[config.mk]
export PLATFORM = sky130hd
export DESIGN_NAME = serial_divider_flat
export DESIGN_NICKNAME = d
export VERILOG_FILES = /design/src/rtl/serial_divider_pkg.sv /design/src/rtl/serial_divider_if.sv /design/src/rtl/serial_divider_step.sv /design/src/rtl/serial_divider.sv /design/src/flat_wrapper.sv
export SDC_FILE = /design/constraint.sdc
export NUM_CORES = 1
export LEC_CHECK = 0
export CORE_MARGIN = 3
export CORE_UTILIZATION = 50
export CTS_CLUSTER_DIAMETER = 120
export DETAILED_ROUTE_END_ITERATION = 6
export PLACE_DENSITY = 0.76
export SYNTH_ARGS = -nofsm -noshare
export SYNTH_HDL_FRONTEND = slang
export SYNTH_SLANG_ARGS = --single-unit
export TNS_END_PERCENT = 10
[constraint.sdc]
create_clock -name clock -period 5.4 [get_ports clock]
set_input_delay 0.54 -clock clock [delete_from_list [all_inputs] [get_ports clock]]
set_output_delay 0.54 -clock clock [all_outputs]
set_load 0.01 [all_outputs]
[src/rtl/serial_divider_pkg.sv]
// Shared definitions for the serial restoring divider: FSM encoding and counter sizing.
package serial_div_pkg;

    typedef enum logic [1:0] {
        IDLE = 2'd0,
        BUSY = 2'd1,
        DONE = 2'd2
    } state_t;

    function automatic int cnt_width(input int width);
        return $clog2(width + 1);
    endfunction

endpackage

[src/rtl/serial_divider_if.sv]
// Operand/result valid-ready bundle for serial_divider.
// div_by_zero exists only when SERIAL_DIV_ZERO_CHECK_EN is defined.
interface serial_divider_if #(
    parameter int WIDTH = 8
);
    logic             in_valid;
    logic             in_ready;
    logic [WIDTH-1:0] dividend;
    logic [WIDTH-1:0] divisor;
    logic             out_valid;
    logic             out_ready;
    logic [WIDTH-1:0] quotient;
    logic [WIDTH-1:0] remainder;
`ifdef SERIAL_DIV_ZERO_CHECK_EN
    logic             div_by_zero;

    modport master (
        output in_valid, dividend, divisor, out_ready,
        input  in_ready, out_valid, quotient, remainder, div_by_zero
    );
    modport slave (
        input  in_valid, dividend, divisor, out_ready,
        output in_ready, out_valid, quotient, remainder, div_by_zero
    );
`else
    modport master (
        output in_valid, dividend, divisor, out_ready,
        input  in_ready, out_valid, quotient, remainder
    );
    modport slave (
        input  in_valid, dividend, divisor, out_ready,
        output in_ready, out_valid, quotient, remainder
    );
`endif
endinterface

[src/rtl/serial_divider_step.sv]
// One restoring-division iteration: shift in a dividend bit, ripple-subtract the divisor,
// keep the difference if it did not go negative.
module div_step #(
    parameter int WIDTH = 8
) (
    input  logic [WIDTH-1:0] rem_in,
    input  logic             bit_in,
    input  logic [WIDTH-1:0] divisor,
    output logic [WIDTH-1:0] rem_out,
    output logic             q_bit
);
    logic [WIDTH:0] a;
    logic [WIDTH:0] b;
    logic [WIDTH:0] diff;
    logic           borrow;

    always_comb begin
        a      = {rem_in, bit_in};
        b      = {1'b0, divisor};
        diff   = '0;
        borrow = 1'b0;
        for (int i = 0; i <= WIDTH; i++) begin
            diff[i] = a[i] ^ b[i] ^ borrow;
            borrow  = (~a[i] & b[i]) | (~(a[i] ^ b[i]) & borrow);
        end
        q_bit = ~diff[WIDTH];
        // the kept remainder is always below the divisor, so its top bit is zero
        rem_out = q_bit ? diff[WIDTH-1:0] : a[WIDTH-1:0];
    end
endmodule

[src/rtl/serial_divider.sv]
// Multi-cycle unsigned restoring divider, one quotient bit per clock.
// Optional SERIAL_DIV_ZERO_CHECK_EN: divisor-0 short-cut straight to DONE with div_by_zero flag.
module serial_divider
    import serial_div_pkg::*;
#(
    parameter int WIDTH = 8,
    parameter int CNT_W = cnt_width(WIDTH)
) (
    input  logic            clock,
    input  logic            reset,
    serial_divider_if.slave bus
);
    state_t           state, state_nxt;
    logic [WIDTH-1:0] q_shift, q_nxt, dvs, rem, rem_nxt, quo_r, rem_r;
    logic [CNT_W-1:0] cnt;
    logic             q_bit, accept, last_step, zero_skip;
    logic             in_ready_c, out_valid_c;

    div_step #(.WIDTH(WIDTH)) u_step (
        .rem_in  (rem),
        .bit_in  (q_shift[WIDTH-1]),
        .divisor (dvs),
        .rem_out (rem_nxt),
        .q_bit   (q_bit)
    );

    assign q_nxt     = {q_shift[WIDTH-2:0], q_bit};
    assign accept    = bus.in_valid && (state == IDLE);
    assign last_step = (cnt == CNT_W'(1));
`ifdef SERIAL_DIV_ZERO_CHECK_EN
    assign zero_skip = (bus.divisor == '0);
`else
    assign zero_skip = 1'b0;
`endif

    always_ff @(posedge clock or posedge reset) begin
        if (reset) state <= IDLE;
        else       state <= state_nxt;
    end

    always_comb begin
        state_nxt   = state;
        in_ready_c  = 1'b0;
        out_valid_c = 1'b0;
        case (state)
            IDLE: begin
                in_ready_c = 1'b1;
                if (bus.in_valid) state_nxt = zero_skip ? DONE : BUSY;
            end
            BUSY: begin
                if (last_step) state_nxt = DONE;
            end
            DONE: begin
                out_valid_c = 1'b1;
                if (bus.out_ready) state_nxt = IDLE;
            end
            default: state_nxt = IDLE;
        endcase
    end

`ifdef SERIAL_DIV_ZERO_CHECK_EN
    logic dbz_r;

    always_ff @(posedge clock or posedge reset) begin
        if (reset)       dbz_r <= 1'b0;
        else if (accept) dbz_r <= zero_skip;
    end

    assign bus.div_by_zero = dbz_r;
`endif

    always_ff @(posedge clock or posedge reset) begin
        if (reset) begin
            q_shift <= '0;
            dvs     <= '0;
            rem     <= '0;
            cnt     <= '0;
            quo_r   <= '0;
            rem_r   <= '0;
        end else if (accept) begin
            q_shift <= bus.dividend;
            dvs     <= bus.divisor;
            rem     <= '0;
            cnt     <= CNT_W'(WIDTH);
            if (zero_skip) begin
                quo_r <= '1;
                rem_r <= bus.dividend;
            end
        end else if (state == BUSY) begin
            q_shift <= q_nxt;
            rem     <= rem_nxt;
            cnt     <= cnt - CNT_W'(1);
            if (last_step) begin
                quo_r <= q_nxt;
                rem_r <= rem_nxt;
            end
        end
    end

    assign bus.in_ready  = in_ready_c;
    assign bus.out_valid = out_valid_c;
    assign bus.quotient  = quo_r;
    assign bus.remainder = rem_r;
endmodule

[src/flat_wrapper.sv]
// flat-port wrapper written by rule: the top's interface ports become plain ports
module serial_divider_flat import serial_div_pkg::*;
#(
    parameter int WIDTH = 8,
    parameter int CNT_W = cnt_width(WIDTH)
)
  (clock, reset, bus_in_valid, bus_dividend, bus_divisor, bus_out_ready, bus_in_ready, bus_out_valid, bus_quotient, bus_remainder);
  serial_divider_if #(.WIDTH(WIDTH)) bus_i ();
  input  logic clock;
  input  logic reset;
  input wire logic [$bits(bus_i.in_valid)-1:0] bus_in_valid;
  input wire logic [$bits(bus_i.dividend)-1:0] bus_dividend;
  input wire logic [$bits(bus_i.divisor)-1:0] bus_divisor;
  input wire logic [$bits(bus_i.out_ready)-1:0] bus_out_ready;
  output wire logic [$bits(bus_i.in_ready)-1:0] bus_in_ready;
  output wire logic [$bits(bus_i.out_valid)-1:0] bus_out_valid;
  output wire logic [$bits(bus_i.quotient)-1:0] bus_quotient;
  output wire logic [$bits(bus_i.remainder)-1:0] bus_remainder;
  assign bus_i.in_valid = bus_in_valid;
  assign bus_i.dividend = bus_dividend;
  assign bus_i.divisor = bus_divisor;
  assign bus_i.out_ready = bus_out_ready;
  assign bus_in_ready = bus_i.in_ready;
  assign bus_out_valid = bus_i.out_valid;
  assign bus_quotient = bus_i.quotient;
  assign bus_remainder = bus_i.remainder;
  serial_divider #(.WIDTH(WIDTH), .CNT_W(CNT_W)) u_core (.clock(clock), .reset(reset), .bus(bus_i));
endmodule
==> results of run 1 <==
per-layer routing:
metal  global-route usage, %  up-vias  wire length (um)
met5                       0        -                 0
met4                   5.010        0                37
met3                   5.891        4               227
met2                   24.49       37              1759
met1                   24.33      700              1905
li1                        -      715                 -
worst min path at each step:
stage,start,end,slack (ns),cells after the start
2_1_floorplan,u_core.q_shift[7],u_core.q_shift[7],0.45,2
3_3_place_gp,u_core.q_shift[7],u_core.q_shift[7],0.46,2
3_5_place_dp,u_core.q_shift[7],u_core.q_shift[7],0.47,2
4_1_cts,u_core.q_shift[7],u_core.q_shift[7],0.50,2
5_1_grt,u_core.q_shift[6],u_core.q_shift[6],0.53,2
6_report,u_core.q_shift[7],u_core.q_shift[7],0.49,2
metrics by stage:
stage	utilization, %	total power, mW	hold slack, ns	cells
floorplan	-	1.285	0.4459	188
global placement	62.92	1.523	0.4635	267
detailed placement	62.92	1.556	0.4748	267
CTS	65.16	1.771	0.4975	275
global route	65.16	1.908	0.5324	275
finish	65.16	1.749	0.4893	275
worst min-delay path, cell delays in order, from the launching register on:
cell and delay (ns):
dfrtp_1 0.35, nand2_1 0.05, nand2_1 0.06
cell type report:
class,instances,area (um2),share of cell area (%)
Clock buffer,7,86.33,3.242
Clock inverter,1,5.005,0.1880
Inverter,14,52.55,1.974
Multi-Input combinational cell,118,919.6,34.54
Sequential cell,46,1151,43.23
Tap cell,50,62.56,2.350
Timing Repair Buffer,39,385.4,14.47
logic make-up after synthesis:
kind of cell / Yosys count / synth area share [%]
adder cells (fa/ha/maj): 10 / 8.208
AO/OA/AOI/OAI: 43 / 12.49
buffers and inverters: 24 / 4.740
AND/OR/NAND/NOR: 45 / 10.06
flip-flops: 46 / 53.18
XOR/XNOR: 2 / 0.8094
multiplexers: 18 / 10.52
flip-flops by register name (all words and copies together), names as in the netlist:
register	count
u_core.bus.quotient	8
u_core.bus.remainder	8
u_core.cnt	4
u_core.dvs	8
u_core.q_shift	8
u_core.rem	8
u_core.state	2
cell usage in the layout, fill, tap and decap left out, types with 2 or more instances in the layout:
master and n:
inv_1 13, o21ai_0 5, nand2b_1 2, dfrtp_1 46, a31oi_1 6, mux2i_1 7, mux2_1 2, mux2_4 9
buf_4 2, a21oi_1 7, ha_1 3, o21ai_1 5, nor3b_4 2, a22oi_1 8, clkdlybuf4s50_1 37, nand2_1 33
nor2_1 2, o22ai_1 7, fa_1 7, clkbuf_8 6
power by group through the flow:
stage               combinational (mW)  clock [mW]  sequential, mW
floorplan                        0.645           0           0.640
global placement                 0.891           0           0.632
detailed placement               0.918           0           0.638
CTS                              0.918       0.222           0.632
global route                      1.02       0.235           0.655
finish                           0.904       0.214           0.631
==> out/qor.yml, run 1 <==
outcome:
  outcome: "complete, no violations"
critical_path:
  slowest_stage: "xnor2_1"
  crit_start: "u_core.q_shift[7]"
  slowest_delay_ns: 0.49
  critical_path_required_ns: 5.59
  path_buf_inv: 3
  critPathMaxFanout: 11
  crit_type: "reg -> reg"
  cp.depth: 14
  cp_top_family: "adder cells"
  critical_path.endpoint: "u_core.bus.remainder[0]"
  cp.arrival_ns: 4.96
  reg2reg_to: "u_core.bus.remainder[0]"
  crit-reg2reg-launch: "u_core.q_shift[7]"
  crit_path_frequent_cell: "fa_1"
  critPathLaunchType: "flip-flop"
  r2r_cells: 14
  crit_path_end_kind: "flip-flop"
  path_cells: "inv_1 -> ha_1 -> inv_1 -> fa_1 -> fa_1 -> fa_1 -> fa_1 -> fa_1 -> fa_1 -> inv_1 -> fa_1 -> xnor2_1 -> mux2i_1 -> mux2_4"
  ff2ff_setup_slack_ns: 0.63
sta:
  tightest_slew_ns: 1.130
  fmax_ghz: 0.2097
  skew_ns: 0.005423
  setup_tns_ns: 0
  maxSlewViolCount: 0
  final_hold_viol_count: 0
  slew_headroom_pct: 24.11
  finalCritPeriodShare_pct: 88.29
  finalSetupViolCount: 0
  rsz0062_at_grt: "false"
  period_minus_slack_ns: 4.768
  setup_ws_ns: 0.6324
synthesis:
  synth_ff_type: "dfrtp_1"
  yosysSeqAreaShare_pct: 53.18
  synthArstFlopShare_pct: 100.0
  yosys-top-cells-area: "dfrtp_1 (53%), fa_1 (6.5%), mux2_4 (6.2%)"
  syn_inst: 188
  synth_seq_cells: 46
  syn_avg_cell_area_um2: 11.51
  ys_types: 34
  synth_most_common_cell: "dfrtp_1"
  synth_top_area_share_pct: 53.18
  synth_commonest_cells: "dfrtp_1 (46), nand2_1 (33), inv_1 (14), mux2_4 (9), a22oi_1 (8)"
  synth_edf_count: 0
  synth_area_leader_cell: "dfrtp_1"
  ys.warnings.count: 0
  synth_area_um2: 2165
  synth_nets: 218
cts:
  postCtsHoldBufs: 0
  cts_tree: "done"
  postCtsSetupBuffers: 0
  path_clk_slew_ns: 0.08
  numCtsBuffers: 5
  cts_buffer_depth: 2
  htree_num_levels: 2
  cts_root_buffer: "clkbuf_8"
  numClockSinks: 46
  clock_latency_ns: 0.30
  post_cts_resized: 0
pwr:
  switchingPower_uw: 677.8
  swShare_pct: 38.76
  p_comb_share_pct: 51.7
  leakagePower_nw: 1.227
  p_per_area_nw_per_um2: 656.8
  internal_power_mw: 1.071
  ir_drop_mv: 0.2806
  power_frac_clock_pct: 12.3
  seqPwrFrac_pct: 36.1
drt:
  dr.pass1.iters: 4
  via_per_inst: 5.295
  ant_nets: 0
  wl_um: 3929
  drt-initial-drc-count: 109
  drc: 0
  vias: 1456
  avgRoutedWirePerCell_um: 14.29
die:
  fp-row-count: 23
  die_area_um2: 5155
  coreArea_um2: 4086
  io_pins: 38
  die_y_um: 71.80
  die_x_um: 71.80
  start_util_pct: 52.97
global_route:
  grt_pass1_vias: 1394
  antenna_found_initial: 0
  grt.overflow.total: 0
  grt_use_total_pct: 16.97
  grt_start_max_net_pins: 47
  grt_pass1_wl_um: 6782
cells_and_area:
  area_growth_pct: 23.01
  finish.instance_area_um2: 2663
  antenna_cells: 0
  nNetsFinal: 254
  layout-drive-gt1-share_pct: 10.22
  fillers: 327
flow_run:
  cap_viol_max_count: 0
placed_design:
  port_buffers: 37
  dp_hpwl_um: 2723
  dpl_cell_area_um2: 2571
  post-place-ws_ns: 0.6171
  gp_congestion: 0.8155
hold_path:
  hp-class: "reg -> reg"
(Power assumes the default switching activity.)
==> run 2, diff against run 1 <==
CORE_ASPECT_RATIO = 0.9   (was not set)
==> run 2 against run 1 <==
Net effect:
- total power up 2.9%
- utilization down 0.28 points
- combinational power about the same
- count of clock-buffer cells in the layout down 1
- critical endpoint unchanged
- maximum frequency down 0.19%
- critical path depth unchanged
- first-iteration DRC count down 4.6%
- register-to-register slack about the same
- clock power up 18%
- setup slack worse by 0.0093 ns
- worst hold slack better by 0.021 ns
- routed wire length up 7.9%
==> out/qor.yml, run 2 (same netlist as run 1, synthesis figures left out) <==
critical_path:
  crit_type: "reg -> reg"
  crit_path_frequent_cell: "fa_1"
  critical_path_required_ns: 5.59  # about the same
  crit_path_end_kind: "flip-flop"
  slowest_delay_ns: 0.50  # about the same
  critPathMaxFanout: 11  # unchanged
  cp_top_family: "adder cells"
  path_buf_inv: 3  # unchanged
  slowest_stage: "xnor2_1"
  path_cells: "inv_1 -> ha_1 -> inv_1 -> fa_1 -> fa_1 -> fa_1 -> fa_1 -> fa_1 -> fa_1 -> inv_1 -> fa_1 -> xnor2_1 -> mux2i_1 -> mux2_4"
  critPathLaunchType: "flip-flop"
  cp.arrival_ns: 4.97  # about the same
drt:
  ant_nets: 0  # unchanged
  drt-initial-drc-count: 104  # -4.6%
  drc: 0  # unchanged
  vias: 1505  # +3.4%
  wl_um: 4240  # +7.9%
  dr.pass1.iters: 4  # unchanged
  via_per_inst: 5.513  # +4.1%
  avgRoutedWirePerCell_um: 15.53  # +8.7%
die:
  io_pins: 38  # unchanged
  die_y_um: 68.42  # -4.7%
  coreArea_um2: 4129  # +1.0%
  die_x_um: 75.36  # +5.0%
  start_util_pct: 52.42  # -0.55 points
  die_area_um2: 5156  # about the same
  fp-row-count: 22  # -4.3%
cts:
  htree_num_levels: 2  # unchanged
  cts_root_buffer: "clkbuf_8"
  post_cts_resized: 0  # unchanged
  postCtsSetupBuffers: 0  # unchanged
  numClockSinks: 46  # unchanged
  cts_tree: "done"
  clock_latency_ns: 0.30  # about the same
  path_clk_slew_ns: 0.08  # about the same
  postCtsHoldBufs: 0  # unchanged
  numCtsBuffers: 5  # unchanged
  cts_buffer_depth: 2  # unchanged
sta:
  tightest_slew_ns: 1.170  # +0.03950 ns
  final_hold_viol_count: 0  # unchanged
  fmax_ghz: 0.2093  # -0.19%
  rsz0062_at_grt: "false"
  slew_headroom_pct: 21.46  # -2.7 points
  skew_ns: 0.006246  # +0.0008229 ns
  finalSetupViolCount: 0  # unchanged
  period_minus_slack_ns: 4.777  # +0.009261 ns
  finalCritPeriodShare_pct: 88.46  # +0.17 points
  setup_tns_ns: 0  # unchanged
  setup_ws_ns: 0.6231  # -0.009261 ns
  maxSlewViolCount: 0  # unchanged
pwr:
  p_per_area_nw_per_um2: 671.8  # +2.3%
  leakagePower_nw: 1.230  # +0.26%
  ir_drop_mv: 0.3863  # +38%
  fin_total_pwr_mw: 1.800  # +2.9%
global_route:
  grt_start_max_net_pins: 47  # unchanged
  antenna_found_initial: 0  # unchanged
  grt_pass1_vias: 1468  # +5.3%
  grt_pass1_wl_um: 7038  # +3.8%
  grt_use_total_pct: 18.76  # +1.8 points
  grt.overflow.total: 0  # unchanged
hold_path:
  hp-class: "reg -> reg"
cells_and_area:
  final_common_cell: "dfrtp_1"
  layout-drive-gt1-share_pct: 10.22  # unchanged
  nNetsFinal: 254  # unchanged
  antenna_cells: 0  # unchanged
  post-route-util_pct: 64.88  # -0.28 points
  area_growth_pct: 23.76
  mostFrequentLayoutCells: "dfrtp_1 (46), clkdlybuf4s50_1 (37), nand2_1 (33)"
placed_design:
  post-place-ws_ns: 0.6129  # -0.004218 ns
  gp_congestion: 0.8228  # +0.90%
  port_buffers: 37  # unchanged
  dp_hpwl_um: 2922  # +7.3%
flow_run:
  cap_viol_max_count: 0  # unchanged
outcome:
  outcome: "complete, no violations"
==> run 2: cell types whose count changed in the layout (fill, tap and decap cells not counted) <==
cell | previous run | this run
bufinv_16 | 0 | 1
clkbuf_8 | 6 | 5
clkinv_2 | 1 | 0
clkinvlp_4 | 0 | 1
==> run 2: worst min-delay path, delay by kind of cell, from the launching register on <==
kind	cells	cell delay (ns)
flip-flops	1	0.37
AND/OR/NAND/NOR	2	0.12
==> run 2: final timing paths <==
check                                   from                      end  slack, ns  cells past startpoint
setup / recovery           u_core.q_shift[7]  u_core.bus.remainder[0]       0.62                     14
hold / removal             u_core.q_shift[4]        u_core.q_shift[4]       0.51                      2
setup reg to reg           u_core.q_shift[7]  u_core.bus.remainder[0]       0.62                     14
hold reg to reg            u_core.q_shift[4]        u_core.q_shift[4]       0.51                      2
max in group asynchronous              reset  u_core.bus.remainder[2]       4.32                      3
min in group asynchronous              reset   u_core.bus.quotient[1]       0.68                      3
==> run 2: through the flow <==
stage	instances	area, um2	hold WS (ns)
2_1_floorplan	188	2165	0.4459
3_3_place_gp	265	2569	0.4653
3_5_place_dp	265	2569	0.4943
4_1_cts	273	2679	0.5152
5_1_grt	273	2679	0.5323
6_report	273	2679	0.5107
==> run 2: area by class of cell <==
class                   count  area [um2]
fillers                   341        1450
flip-flops and latches     46        1151
multi-input cells         118       919.6
repair buffers             39       385.4
clock buffers               6       72.57
well taps                  48       60.06
inverters                  14       52.55
clock inverters             2       37.54
==> run 2: metal layers <==
layer	routed length [um]	up-vias	GRT usage [%]	part of all wire [%]
met5	0	-	0	0
met4	72	0	7.424	1.7
met3	194	8	4.846	4.6
met2	1970	36	29.63	46
met1	2002	744	24.67	47
li1	-	717	-	-
==> run 2: report_power, final <==
part,switching (mW),internal (mW)
Combinational,0.453,0.453
Sequential,0.125,0.515
Clock,0.115,0.138
